## config.mk

```make
export PLATFORM = sky130hd
export DESIGN_NAME = fetch_unit
export DESIGN_NICKNAME = d
export VERILOG_FILES = /design/src/rtl/cpu_types_pkg.sv /design/src/rtl/fetch_unit.sv
export SDC_FILE = /design/constraint.sdc
export NUM_CORES = 1
export LEC_CHECK = 0
export ABC_AREA = 1
export CAP_MARGIN = 15
export CORE_MARGIN = 4
export CORE_UTILIZATION = 42
export DETAILED_ROUTE_END_ITERATION = 8
export DONT_BUFFER_PORTS = 1
export PLACE_DENSITY_LB_ADDON = 0.12
export SETUP_SLACK_MARGIN = 0.5
export SYNTH_ARGS = -nofsm -noshare
export SYNTH_HDL_FRONTEND = slang
export SYNTH_SLANG_ARGS = --single-unit
```

## constraint.sdc

```tcl
create_clock -name CLK -period 18.05 [get_ports CLK]
set_input_delay 3.61 -clock CLK [delete_from_list [all_inputs] [get_ports CLK]]
set_output_delay 3.61 -clock CLK [all_outputs]
set_load 0.1 [all_outputs]
```

## src/rtl/cpu_types_pkg.sv

```systemverilog
// Shared CPU datapath types and constants.
// Fetch-stage state encoding and the HALT instruction encoding live here.
package cpu_types_pkg;

    localparam int unsigned WORD_W = 32;

    typedef logic [WORD_W-1:0] word_t;

    typedef enum logic [1:0] {
        FETCH  = 2'd0,
        HOLD   = 2'd1,
        HALTED = 2'd2
    } fetch_state_t;

    localparam word_t HALT_INSTR = 32'hFFFF_FFFF;

endpackage

```

## src/rtl/fetch_unit.sv

```systemverilog
// Instruction-fetch stage: owns the PC, reads the icache, buffers one word under stall,
// applies downstream redirects and parks on HALT. Outputs are combinational by design.
module fetch_unit
    import cpu_types_pkg::*;
#(
    parameter word_t PC_INIT    = 32'h0000_0000,
    parameter word_t HALT_INSTR = cpu_types_pkg::HALT_INSTR
) (
    input  logic  CLK,
    input  logic  RST,
    input  logic  ihit,
    input  word_t imemload,
    output logic  iREN,
    output word_t imemaddr,
    input  logic  ifid_stall,
    input  logic  redirect,
    input  word_t redirect_pc,
    output logic  ifid_wen,
    output logic  ifid_flush,
    output word_t instruction_out,
    output word_t pcn_out,
    output word_t next_address_out,
    output logic  halted
);

    fetch_state_t state, state_d;
    word_t        pc, pc_d;
    word_t        hold_instr, hold_instr_d;
    word_t        hold_pc, hold_pc_d;

    logic  iren_c;
    logic  wen_c;
    logic  flush_c;
    word_t instr_c;
    word_t pcn_c;

    // Next-state and fetch controls; priority is redirect > stall > normal.
    always_comb begin
        state_d      = state;
        pc_d         = pc;
        hold_instr_d = hold_instr;
        hold_pc_d    = hold_pc;
        iren_c       = 1'b0;
        wen_c        = 1'b0;
        flush_c      = 1'b0;
        instr_c      = '0;
        pcn_c        = pc;

        if (redirect) begin
            pc_d         = redirect_pc;
            state_d      = FETCH;
            hold_instr_d = '0;
            hold_pc_d    = '0;
            wen_c        = 1'b1;
            flush_c      = 1'b1;
        end else begin
            case (state)
                FETCH: begin
                    iren_c = 1'b1;
                    if (ihit) begin
                        instr_c = imemload;
                        pc_d    = 32'(pc + 32'd4);
                        if (ifid_stall) begin
                            hold_instr_d = imemload;
                            hold_pc_d    = pc;
                            state_d      = HOLD;
                        end else begin
                            wen_c = 1'b1;
                            if (imemload == HALT_INSTR) begin
                                state_d = HALTED;
                            end
                        end
                    end else if (!ifid_stall) begin
                        wen_c   = 1'b1;
                        flush_c = 1'b1;
                    end
                end
                HOLD: begin
                    instr_c = hold_instr;
                    pcn_c   = hold_pc;
                    if (!ifid_stall) begin
                        wen_c   = 1'b1;
                        state_d = (hold_instr == HALT_INSTR) ? HALTED : FETCH;
                    end
                end
                HALTED: begin
                    if (!ifid_stall) begin
                        wen_c   = 1'b1;
                        flush_c = 1'b1;
                    end
                end
                default: begin
                    state_d = FETCH;
                end
            endcase
        end
    end

    always_ff @(posedge CLK or posedge RST) begin
        if (RST) begin
            state      <= FETCH;
            pc         <= PC_INIT;
            hold_instr <= '0;
            hold_pc    <= '0;
        end else begin
            state      <= state_d;
            pc         <= pc_d;
            hold_instr <= hold_instr_d;
            hold_pc    <= hold_pc_d;
        end
    end

    // Everything reads as zero while reset is held.
    assign iREN             = !RST && iren_c;
    assign imemaddr         = RST ? '0 : pc;
    assign ifid_wen         = !RST && wen_c;
    assign ifid_flush       = !RST && flush_c;
    assign instruction_out  = RST ? '0 : instr_c;
    assign pcn_out          = RST ? '0 : pcn_c;
    assign next_address_out = RST ? '0 : 32'(pcn_c + 32'd4);
    assign halted           = !RST && (state == HALTED);

endmodule

```

==> reports/summary.txt <==
layout cells sized above 1 - 17.32%
DR pass1 iterations - 5
Gate power share - 44.1%
adder-cell share of the synthesized area - 0.3458%
Yosys top cell area share - 33.89%
hold_buf cts - 0
setup slack, reg-to-reg - 14.57 ns
Power Density - 105.0 nW/um^2
Core ar. - 16760 sq um
Die H - 139.3 microns
vias in the first global route - 6740
Worst-Margin Slew - 1.260 ns
fin crit period - 10.62 ns
Fillers - 1763
Worst-Skew Late Latency - 0.36 ns
Nets - 1163
CTS resizes - 0
GRT overflow - 0
Post-Syn Area - 7236 sq um
Setup Buffers After CTS - 0
total of max-cap violations - 0
Main synth FF type - dfrtp_1
post-synthesis compound-gate area fraction - 15.60%
GRT Total Usage - 24.66%
Synth Net Count - 1201
largest fanout on the critical path - 64
Clk pwr share - 24.2%
Worst Path Arrival - 7.01 ns
Via density - 5.532
pin count of the biggest net entering global routing - 80
Seq/Total Area, Yosys - 33.89%
final hold violations - 0
hold path cells - 2
RSZ-0062 raised after global routing - false
setup TNS - 0 ns
distinct cell type count after synthesis - 39
initial cell density of the core - 43.17%
initial antenna violation count - 0
Area Growth Syn to Fin - 11.52%
first-pass GRT wire length - 38750 microns
FF-to-FF End - hold_pc[21]$_DFFE_PP0P_
required time worst endpoint - 14.44 ns
HP Class - flop to flop
drt total wl - 24170 microns
TritonCTS buffer count - 9
post-synthesis mux area share - 0%
CTS tree - built
sequential power share - 31.7%
Power Internal - 0.0004086 W
hold_sp - hold_pc[28]$_DFFE_PP0P_
max-slew violations - 0
final period utilization - 58.85%
clock root buffer - clkbuf_16
most common cell after layout, fill and taps aside - nand2_1
largest family of logic cells by synthesized area - simple AND/OR/NAND/NOR gates
R2R cell count - 10
sw frac - 51.79%
max-slew headroom at the worst pin - 16.04%
Max VDD drop - 46.82 uV
clk sinks - 98
ANT cells - 0
Die ar. - 19390 sq um
RR Startpoint - state[1]$_DFFE_PP0P_
setup violators final - 0
Gate Count Post-Synth - 1130
Site Rows - 47
Die Wd - 139.3 microns
Placer Congestion - 0.8905
Synth Register Bits - 98
final core occ - 48.14%
post-synthesis xor/xnor area fraction - 1.331%
NetSw - 0.0004388 W
Buffers on Ports - 0
DR WL/cell - 18.35 microns
clock-pin slew on the worst setup and hold paths - 0.07 ns
Max Root-Sink Buffers - 2
top area cells in the synthesized netlist - dfrtp_1, nand2_1, inv_1
DR DRC count - 0
Setup CP Type - input port to output port
crit start category - input port
remaining antenna violation count - 0
Post-synth ARST share - 100.0%
status - finished clean
most frequent cells in the layout - nand2_1, inv_1, dfrtp_1
H-tree depth - 3
Clock Skews - 0.01281 ns
initial DRC count - 602
DP HPWL - 17540 microns
hold worst-path end - hold_pc[28]$_DFFE_PP0P_
mean area per synthesized cell - 6.403 sq um
Fmax - 94.14 MHz
EDFF count, synth - 0
Top Ports - 201
Crit. End Element - output port
Synth Area in Simple Gates - 36.23%
biggest area consumer among synthesized cells - dfrtp_1
standby leakage power - 3.651 nW
Yosys warnings - 0
via count - 7285
-- area by class of cell --
class	instances	area, sq um	area share (%)
multi-input cells	814	4327	53.62
flip-flops and latches	98	2452	30.39
clock inverters	7	83.83	1.039
well taps	220	275.3	3.411
clock buffers	9	225.2	2.791
inverters	156	590.6	7.319
repair buffers	13	115.1	1.427
-- logic make-up (layout without fill, tap and decap cells) --
family	Yosys count	in the layout
and+or+nand+nor	609	609
buffers and inverters	218	185
AOI/OAI and AO/OA	192	192
DFF	98	98
xor gates and xnor gates	11	11
adders and majority gates	2	2
-- flip-flops by register name, indices dropped and copies added, names as in the netlist --
name,count
hold_instr,32
hold_pc,32
pc,32
state,2
-- cells in the mapped netlist (9+ instances only) --
cell      instances
nand2_2          13
a21oi_1          25
xor2_1           11
o31ai_1          10
nor2_1          135
nand4_1          19
o21ai_1          14
buf_2            16
nand3_1          58
nor3_1           22
dfrtp_1          98
o22ai_1          61
o21ai_0          56
nand2_1         334
clkbuf_1         32
o211ai_1          9
inv_1           147
-- per-layer routing --
metal	share of wire (%)	track usage (%)	up-vias
met3	9.1	5.626	19
met4	1.5	5.870	0
met2	40	33.13	336
met1	49	39.47	3371
met5	0	0	-
li1	-	-	3559
-- power by group through the flow --
stage | Combinational (W) | Clock [W] | Sequential (W)
4_1_cts | 0.000373 | 0.000209 | 0.000268
3_3_place_gp | 0.000372 | 0 | 0.000272
6_report | 0.000374 | 0.000205 | 0.000269
2_1_floorplan | 0.000322 | 0 | 0.000264
5_1_grt | 0.000399 | 0.000218 | 0.000272
3_5_place_dp | 0.000373 | 0 | 0.000272
-- critical path, cell delays in order --
cell and delay [ns]:
inv_4 0.37, nand3_4 0.65, o21ai_1 0.54, inv_1 0.12, nor2_2 0.84, inv_1 0.09
nand2_1 0.10, nand2_1 0.05, inv_1 0.59
-- metrics by stage --
step | cells | hold slack (ns) | power, W | cell area (sq um) | setup slack, ns
after floorplan | 1130 | 0.4422 | 0.0005856 | 7236 | 4.997
after global routing | 1317 | 0.5043 | 0.0008891 | 8069 | 7.217
after detailed placement | 1301 | 0.4594 | 0.0006447 | 7760 | 7.460
after CTS | 1317 | 0.4769 | 0.0008500 | 8069 | 7.460
final | 1317 | 0.4744 | 0.0008474 | 8069 | 7.428
after global placement | 1301 | 0.4532 | 0.0006437 | 7760 | 7.483
-- how the worst max path moves through the flow --
stage               startpoint                    to  slack, ns  cells past startpoint
finish                redirect  next_address_out[26]       7.43                      9
global route          redirect  next_address_out[20]       7.22                     10
CTS                   redirect  next_address_out[26]       7.46                      9
detailed placement    redirect   next_address_out[6]       7.46                      7
global placement      redirect   next_address_out[6]       7.48                      7
floorplan                  RST            pcn_out[0]       5.00                      6
(Power assumes the default switching activity.)
